**src/rtl/scaler_frame_ctrl.sv**
```systemverilog
// scaler_frame_ctrl
//   Configuration and frame sequencer for the bilinear scaler. A size request is
//   checked, its scale factors are derived by a shared serial restoring divider
//   (X then Y), and the whole set is loaded into the scaler in one step at a frame
//   boundary while the scaler datapath is held in reset. Scaler output pixels are
//   counted against the active dest size to produce frame_done and vsync.
//
// Ports
//   clk_i, rst_i                  clock, synchronous active-high reset
//   cfg_wr_i, cfg_*_i             size request strobe and requested dimensions
//   cfg_busy_o, cfg_err_o         request in progress / last request rejected
//   out_tvalid_i                  scaler output pixel valid
//   src_*_o, dest_*_o             active configuration presented to the scaler
//   scale_factorx_o/_y_o          active fixed-point scale factors (saturated)
//   scaler_rst_o                  reset to the scaler datapath
//   frame_done_o, tvsync_o        end-of-frame pulse and vertical sync

module scaler_frame_ctrl #(
    parameter int unsigned INT_WIDTH  = 8,
    parameter int unsigned FIX_WIDTH  = 12,
    parameter int unsigned RST_CYCLES = 4
) (
    input  logic                           clk_i,
    input  logic                           rst_i,
    input  logic                           cfg_wr_i,
    input  logic [15:0]                    cfg_src_width_i,
    input  logic [15:0]                    cfg_src_height_i,
    input  logic [15:0]                    cfg_dest_width_i,
    input  logic [15:0]                    cfg_dest_height_i,
    output logic                           cfg_busy_o,
    output logic                           cfg_err_o,
    input  logic                           out_tvalid_i,
    output logic [15:0]                    src_width_o,
    output logic [15:0]                    src_height_o,
    output logic [15:0]                    dest_width_o,
    output logic [15:0]                    dest_height_o,
    output logic [INT_WIDTH+FIX_WIDTH-1:0] scale_factorx_o,
    output logic [INT_WIDTH+FIX_WIDTH-1:0] scale_factory_o,
    output logic                           scaler_rst_o,
    output logic                           frame_done_o,
    output logic                           tvsync_o
);

    localparam int unsigned N  = INT_WIDTH + FIX_WIDTH;  // quotient bits
    localparam int unsigned EW = N + 16;                 // extended dividend width
    localparam int unsigned CW = $clog2(N + 1);
    localparam int unsigned RW = $clog2(RST_CYCLES + 1);

    typedef enum logic [2:0] {
        S_IDLE, S_DIV_X, S_DIV_Y, S_WAIT_EOF, S_LOAD, S_RUN
    } state_t;

    state_t r_state, w_state_nxt;

    // pending request
    logic [15:0]   r_pend_sw, r_pend_sh, r_pend_dw, r_pend_dh;
    logic [N-1:0]  r_fx_pend, r_fy_pend;
    logic          r_err;
    logic          r_cfg_valid;
    logic [RW-1:0] r_rst_cnt;

    // divider
    logic [15:0]   r_div_rem, r_div_den;
    logic [N-1:0]  r_div_q;
    logic          r_div_sat;
    logic [CW-1:0] r_div_cnt;

    // pixel counting
    logic [15:0]   r_x_cnt, r_y_cnt;
    logic          r_frame_done, r_vsync;

    logic          w_accept, w_zero, w_start;
    logic [15:0]   w_div_src, w_div_den;
    logic [EW-1:0] w_ext;
    logic [16:0]   w_trial, w_diff;
    logic          w_ge;
    logic [15:0]   w_rem_nxt;
    logic [N-1:0]  w_q_nxt, w_div_res, w_fy_load;
    logic          w_div_last, w_load_entry;
    logic          w_pix, w_x_wrap, w_last_pix, w_frame_busy;

    assign w_accept = cfg_wr_i && (r_state == S_IDLE || r_state == S_RUN);
    assign w_zero   = (cfg_src_width_i == '0) || (cfg_src_height_i == '0) ||
                      (cfg_dest_width_i == '0) || (cfg_dest_height_i == '0);
    assign w_start  = w_accept && !w_zero;

    // The X division is seeded straight from the request inputs on accept; the Y
    // division is seeded from the pending registers on the last DIV_X cycle.
    assign w_div_src = (r_state == S_DIV_X) ? r_pend_sh : cfg_src_width_i;
    assign w_div_den = (r_state == S_DIV_X) ? r_pend_dh : cfg_dest_width_i;
    assign w_ext     = EW'(w_div_src) << FIX_WIDTH;

    // One restoring step. The remainder is seeded with the dividend bits above the
    // quotient field, which are below the divisor whenever no saturation occurs,
    // so only N steps are needed and the remainder always fits in 16 bits.
    assign w_trial    = {r_div_rem, r_div_q[N-1]};
    assign w_ge       = w_trial >= {1'b0, r_div_den};
    assign w_diff     = w_trial - {1'b0, r_div_den};
    assign w_rem_nxt  = w_ge ? w_diff[15:0] : w_trial[15:0];
    assign w_q_nxt    = {r_div_q[N-2:0], w_ge};
    assign w_div_res  = r_div_sat ? '1 : w_q_nxt;
    assign w_div_last = (r_div_cnt == CW'(N - 1));
    assign w_fy_load  = (r_state == S_DIV_Y) ? w_div_res : r_fy_pend;

    // Pixels are counted whenever an active config drives the scaler, including
    // while a new request is being divided or waits for end of frame.
    assign w_pix        = out_tvalid_i && r_cfg_valid && (r_state != S_LOAD);
    assign w_x_wrap     = (r_x_cnt == dest_width_o - 16'd1);
    assign w_last_pix   = w_pix && w_x_wrap && (r_y_cnt == dest_height_o - 16'd1);
    // A frame completing in the very cycle the division ends is treated as ended.
    assign w_frame_busy = ((r_x_cnt != '0) || (r_y_cnt != '0)) && !w_last_pix;

    always_comb begin
        w_state_nxt = r_state;
        case (r_state)
            S_IDLE, S_RUN: if (w_start) w_state_nxt = S_DIV_X;
            S_DIV_X:       if (w_div_last) w_state_nxt = S_DIV_Y;
            S_DIV_Y:       if (w_div_last) w_state_nxt = w_frame_busy ? S_WAIT_EOF : S_LOAD;
            S_WAIT_EOF:    if (w_last_pix) w_state_nxt = S_LOAD;
            S_LOAD:        if (r_rst_cnt == RW'(RST_CYCLES - 1)) w_state_nxt = S_RUN;
            default:       w_state_nxt = S_IDLE;
        endcase
    end

    always_comb begin
        cfg_busy_o   = 1'b0;
        scaler_rst_o = !r_cfg_valid;
        case (r_state)
            S_DIV_X, S_DIV_Y, S_WAIT_EOF: cfg_busy_o = 1'b1;
            S_LOAD: begin
                cfg_busy_o   = 1'b1;
                scaler_rst_o = 1'b1;
            end
            default: ;
        endcase
    end

    assign w_load_entry = (w_state_nxt == S_LOAD) && (r_state != S_LOAD);
    assign cfg_err_o    = r_err;
    assign frame_done_o = r_frame_done;
    assign tvsync_o     = r_vsync;

    always_ff @(posedge clk_i) begin
        if (rst_i) begin
            r_state     <= S_IDLE;
            r_rst_cnt   <= '0;
            r_cfg_valid <= 1'b0;
            r_err       <= 1'b0;
        end else begin
            r_state   <= w_state_nxt;
            r_rst_cnt <= (r_state == S_LOAD) ? r_rst_cnt + 1'b1 : '0;
            if (r_state == S_LOAD && w_state_nxt == S_RUN) r_cfg_valid <= 1'b1;
            if (w_accept) r_err <= w_zero;
        end
    end

    always_ff @(posedge clk_i) begin
        if (rst_i) begin
            r_pend_sw <= '0;
            r_pend_sh <= '0;
            r_pend_dw <= '0;
            r_pend_dh <= '0;
            r_fx_pend <= '0;
            r_fy_pend <= '0;
            r_div_rem <= '0;
            r_div_den <= '0;
            r_div_q   <= '0;
            r_div_sat <= 1'b0;
            r_div_cnt <= '0;
        end else begin
            if (w_accept) begin
                r_pend_sw <= cfg_src_width_i;
                r_pend_sh <= cfg_src_height_i;
                r_pend_dw <= cfg_dest_width_i;
                r_pend_dh <= cfg_dest_height_i;
            end
            if (w_start || (r_state == S_DIV_X && w_div_last)) begin
                r_div_rem <= w_ext[EW-1:N];
                r_div_q   <= w_ext[N-1:0];
                r_div_den <= w_div_den;
                r_div_sat <= w_ext[EW-1:N] >= w_div_den;
                r_div_cnt <= '0;
            end else if (r_state == S_DIV_X || r_state == S_DIV_Y) begin
                r_div_rem <= w_rem_nxt;
                r_div_q   <= w_q_nxt;
                r_div_cnt <= r_div_cnt + 1'b1;
            end
            if (r_state == S_DIV_X && w_div_last) r_fx_pend <= w_div_res;
            if (r_state == S_DIV_Y && w_div_last) r_fy_pend <= w_div_res;
        end
    end

    always_ff @(posedge clk_i) begin
        if (rst_i) begin
            src_width_o     <= '0;
            src_height_o    <= '0;
            dest_width_o    <= '0;
            dest_height_o   <= '0;
            scale_factorx_o <= '0;
            scale_factory_o <= '0;
        end else if (w_load_entry) begin
            src_width_o     <= r_pend_sw;
            src_height_o    <= r_pend_sh;
            dest_width_o    <= r_pend_dw;
            dest_height_o   <= r_pend_dh;
            scale_factorx_o <= r_fx_pend;
            scale_factory_o <= w_fy_load;
        end
    end

    always_ff @(posedge clk_i) begin
        if (rst_i) begin
            r_x_cnt      <= '0;
            r_y_cnt      <= '0;
            r_frame_done <= 1'b0;
            r_vsync      <= 1'b0;
        end else begin
            if (w_load_entry || r_state == S_LOAD) begin
                r_x_cnt <= '0;
                r_y_cnt <= '0;
            end else if (w_pix) begin
                if (w_last_pix) begin
                    r_x_cnt <= '0;
                    r_y_cnt <= '0;
                end else if (w_x_wrap) begin
                    r_x_cnt <= '0;
                    r_y_cnt <= r_y_cnt + 16'd1;
                end else begin
                    r_x_cnt <= r_x_cnt + 16'd1;
                end
            end
            r_frame_done <= w_last_pix;
            if (w_last_pix)  r_vsync <= 1'b1;
            else if (w_pix)  r_vsync <= 1'b0;
        end
    end

endmodule
```
**config.mk**
```make
export PLATFORM = sky130hd
export DESIGN_NAME = scaler_frame_ctrl
export DESIGN_NICKNAME = d
export VERILOG_FILES = /design/src/rtl/scaler_frame_ctrl.sv
export SDC_FILE = /design/constraint.sdc
export NUM_CORES = 1
export LEC_CHECK = 0
export CORE_ASPECT_RATIO = 1.4
export CORE_MARGIN = 4
export CORE_UTILIZATION = 60
export DETAILED_ROUTE_END_ITERATION = 7
export PLACE_DENSITY = 0.84
export SLEW_MARGIN = 5
export SYNTH_ARGS = -nofsm -noshare
export SYNTH_HDL_FRONTEND = slang
export SYNTH_SLANG_ARGS = --single-unit
```
**constraint.sdc**
```tcl
create_clock -name clk_i -period 12.8 [get_ports clk_i]
set_clock_uncertainty 0.15 [all_clocks]
set_input_delay 1.92 -clock clk_i [delete_from_list [all_inputs] [get_ports clk_i]]
set_output_delay 1.92 -clock clk_i [all_outputs]
set_load 0.01 [all_outputs]
```
==> impl_results.md <==
* Synth Area in Simple Gates at 0.245
* Crit path top cell by count: nor4_1
* Area contributors post-synth: dfxtp_1, nand2_1, a21oi_1
* Post-placement setup slack at ~7.2 ns
* Arrival time of the worst setup path at 5.33 ns
* DR iter-0 viols at about 1300
* Main combinational cell family by area after synthesis: simple AND/OR/NAND/NOR gates
* Power consumption at 2.21 mW
* Cell variety after synth at 72
* Area after DPL at ~16000 sq um
* Critical path's slowest cell: nor4_1
* Adder-Cell Fraction of Synth Area at 0.0301
* Syn Std Cell Area at 14400 sq um
* Pwr/cell area at 129 nW/um^2
* CTS Buf Count at 29
* Max Fclk at 198 MHz
* Row count at 66
* Worst hold slack at 0.288 ns
* Lkg Pwr at 6.03 nW
* Startpoint class of the critical path: register
* Synth Warn # at 0
* Slew @ Worst Pin at 1.24 ns
* Final Hold Vio Count at 0
* Die area at 26500 sq um
* Vias in the first global route at 13300
* Crit-path cells: nor4_1 -> a31oi_1 -> or2_1 -> nor4_1 -> nand4b_1 -> nor4_1 -> a221o_4 -> buf_4 -> a2bb2oi_2 -> buf_4 -> nor3_1
* Post-DP HPWL at between 30000 and 40000 um
* CP Launch Point: dest_height_o[7]
* Initial Util at 0.615
* GP Congestion at approximately 0.92
* Die W at 139 um
* Worst r2r src: dest_height_o[7]
* Mean routed wirelength per cell at just under 20 um
* Max stage delay on crit path at 0.74 ns
* Setup Crit Path Kind: reg2reg
* Final cell count without fillers at 2239
* Util after Layout at 0.733
* Via/cell ratio at 6.17
* First drt pass iteration count at 6
* Post-synthesis compound-gate area fraction at 0.172
* Final Cell Area at roughly 17000 sq um
* Mux contribution to synthesized area at 0.0294
* Clk buf depth at 3
* Post-CTS setup buffers at 0
* Buffer and inverter count on the worst path at 2
* Max H-tree Level at 1
* Fin crit share at 0.395
* Clock-pin transition on the worst setup and hold timing paths at 0.07 ns
* WP data required at 13.07 ns
* Layout area overhead at 19.3%
* Layout cell share with drive strength beyond 1 at 0.0486
* Drt total wl at between 40000 and 50000 um
* Number of synthesized flops with an enable pin at 0
* Die height at ~190 um
* Status: complete, no violations
* Yosys top cell by area: dfxtp_1
* Initial antenna violation count at 0
* Ys async rst share at 0
* Vias at 13800
* Largest net degree at the start of global routing at 96
* Setup-failing EPs final at 0
* Total of max-cap violations at 0
* Syn_nets at between 1500 and 2000
* CTS tree: yes
* Worst-Skew Late Latency at between 0.5 and 0.6 ns
* Crit path max-delay family: simple AND/OR/NAND/NOR gates
* Final WS setup at 7.74 ns
* Xor and xnor fraction of the mapped netlist area at 0.0476
* Post-synthesis average cell area at 7.92 sq um
* Total track usage at 0.319
* Root Driver: clkbuf_16
* Synth Instances at 1814
* Critical-path maximum fanout at 64
* Fillers at 1802
* RSZ-0062 raised after global routing: false
* Crit. End Element: register
* N_diodes at 0
* Max VDD drop at 114 uV
* Synth Register Bits at ~310
* Synth top area share at 0.429
* Worst Hold Class: reg2reg
* Post-CTS Resized at 0
* DR DRC count at 0
* Setup TNS at 0 ns
* Ys flop type: dfxtp_1
* First-pass GRT wire length at a little under 70000 um
* Placed Cells at about 2200
* Fin. max-slew vios at 0
* Io pins at 177
* HP Start: r_rst_cnt[0]
* Nets at 2013
* Post-CTS Hold Buffers at 0
* Core Box Area at between 20000 and 25000 sq um
* Sequential fraction of the synthesis area at 0.429
* Slew HR at 0.171
* Clock sinks at a little over 300
* Period minus WS final at 5.06 ns
* Port Buffers at 176
* Grt ovf at 0
* Antenna Nets Post-Route at 0
## registers in the layout, indices dropped and copies added, names as in the netlist, 16 cells and up
register         count
r_pend_sw           16
r_y_cnt             16
scale_factory_o     20
r_fy_pend           20
r_div_q             20
r_pend_dh           16
r_div_den           16
r_pend_dw           16
dest_width_o        16
src_width_o         16
scale_factorx_o     20
r_pend_sh           16
r_x_cnt             16
src_height_o        16
dest_height_o       16
r_div_rem           16
r_fx_pend           20
## metal layers
layer | track usage | share of wire
met5 | 0 | 0
met4 | 0.166 | 0.058
met2 | 0.579 | 0.51
met1 | 0.367 | 0.37
met3 | 0.0370 | 0.063
## where the power goes
| part | total [mW] | internal, mW | switching, mW |
|---|---|---|---|
| sequential | 1.01 | 0.985 | 0.0246 |
| clock | 0.897 | 0.525 | 0.371 |
| combinational | 0.301 | 0.123 | 0.179 |
| total | 2.21 | 1.63 | 0.574 |
## path summary, 6_finish.rpt
check / endpoint / slack, ns / cells after the start
worst min-delay path: r_rst_cnt[0] / 0.29 / 1
worst max register to register: r_y_cnt[7] / 7.74 / 11
worst min register to register: r_rst_cnt[0] / 0.29 / 1
worst max-delay path: r_y_cnt[7] / 7.74 / 11
## cells in the mapped netlist (3+ instances only)
cell	count
or2_2	4
nand2b_1	5
and2_1	6
mux2_2	10
or3_1	8
or4_1	8
xor2_1	42
inv_1	34
nand3b_1	4
and3_1	11
a22o_1	9
o31ai_1	4
nor3b_1	7
o2111ai_1	5
buf_4	4
a21oi_1	220
nor4_1	43
o21a_1	4
clkbuf_1	94
nand3_1	32
xnor2_1	36
a21o_1	12
nand4_1	32
nor2_1	127
mux2i_1	31
nor3_1	50
nand2_1	421
buf_6	6
nor2b_1	8
o211ai_1	20
a211oi_1	62
o221ai_1	3
ha_1	33
nand4b_1	4
o21ai_0	37
buf_2	9
buf_1	13
or3b_2	3
a31oi_1	5
dfxtp_1	308
## placed cells by master (no fill, tap or decap), types with 5 or more instances in the layout
cell and count:
or4_1 8, a22o_1 9, clkbuf_8 8, nor2_1 127, xnor2_1 36, nor3b_1 6
or3_1 8, clkbuf_1 6, a31oi_1 5, nor3_1 49, nand2b_1 5, o211ai_1 20
clkdlybuf4s50_1 175, mux2i_1 31, a211oi_1 62, o21ai_0 37, o2111ai_1 5, ha_1 33
xor2_1 42, nor2b_1 7, nand2_1 421, mux2_2 10, nor4_1 43, nand4_1 32
clkbuf_16 29, and3_1 11, and2_1 7, a21oi_1 220, nand3_1 32, dfxtp_1 308
inv_1 34, buf_4 16, a21o_1 12
## cell type report
cell class                      count  area, sq um  area share
Inverter                           34          128     0.00745
Timing Repair Buffer              192         1880       0.110
Sequential cell                   308         6170       0.360
Tap cell                          306          383      0.0223
Multi-Input combinational cell   1346         7570       0.442
Clock buffer                       43          858      0.0501
Clock inverter                     10          145     0.00847
## cell families after synthesis
family | Yosys count
AOI/OAI and AO/OA | 408
xor gates and xnor gates | 78
adders and majority gates | 34
buffers and inverters | 160
DFF | 308
muxes | 41
and+or+nand+nor | 785
Power figures use the tool's default switching activity.
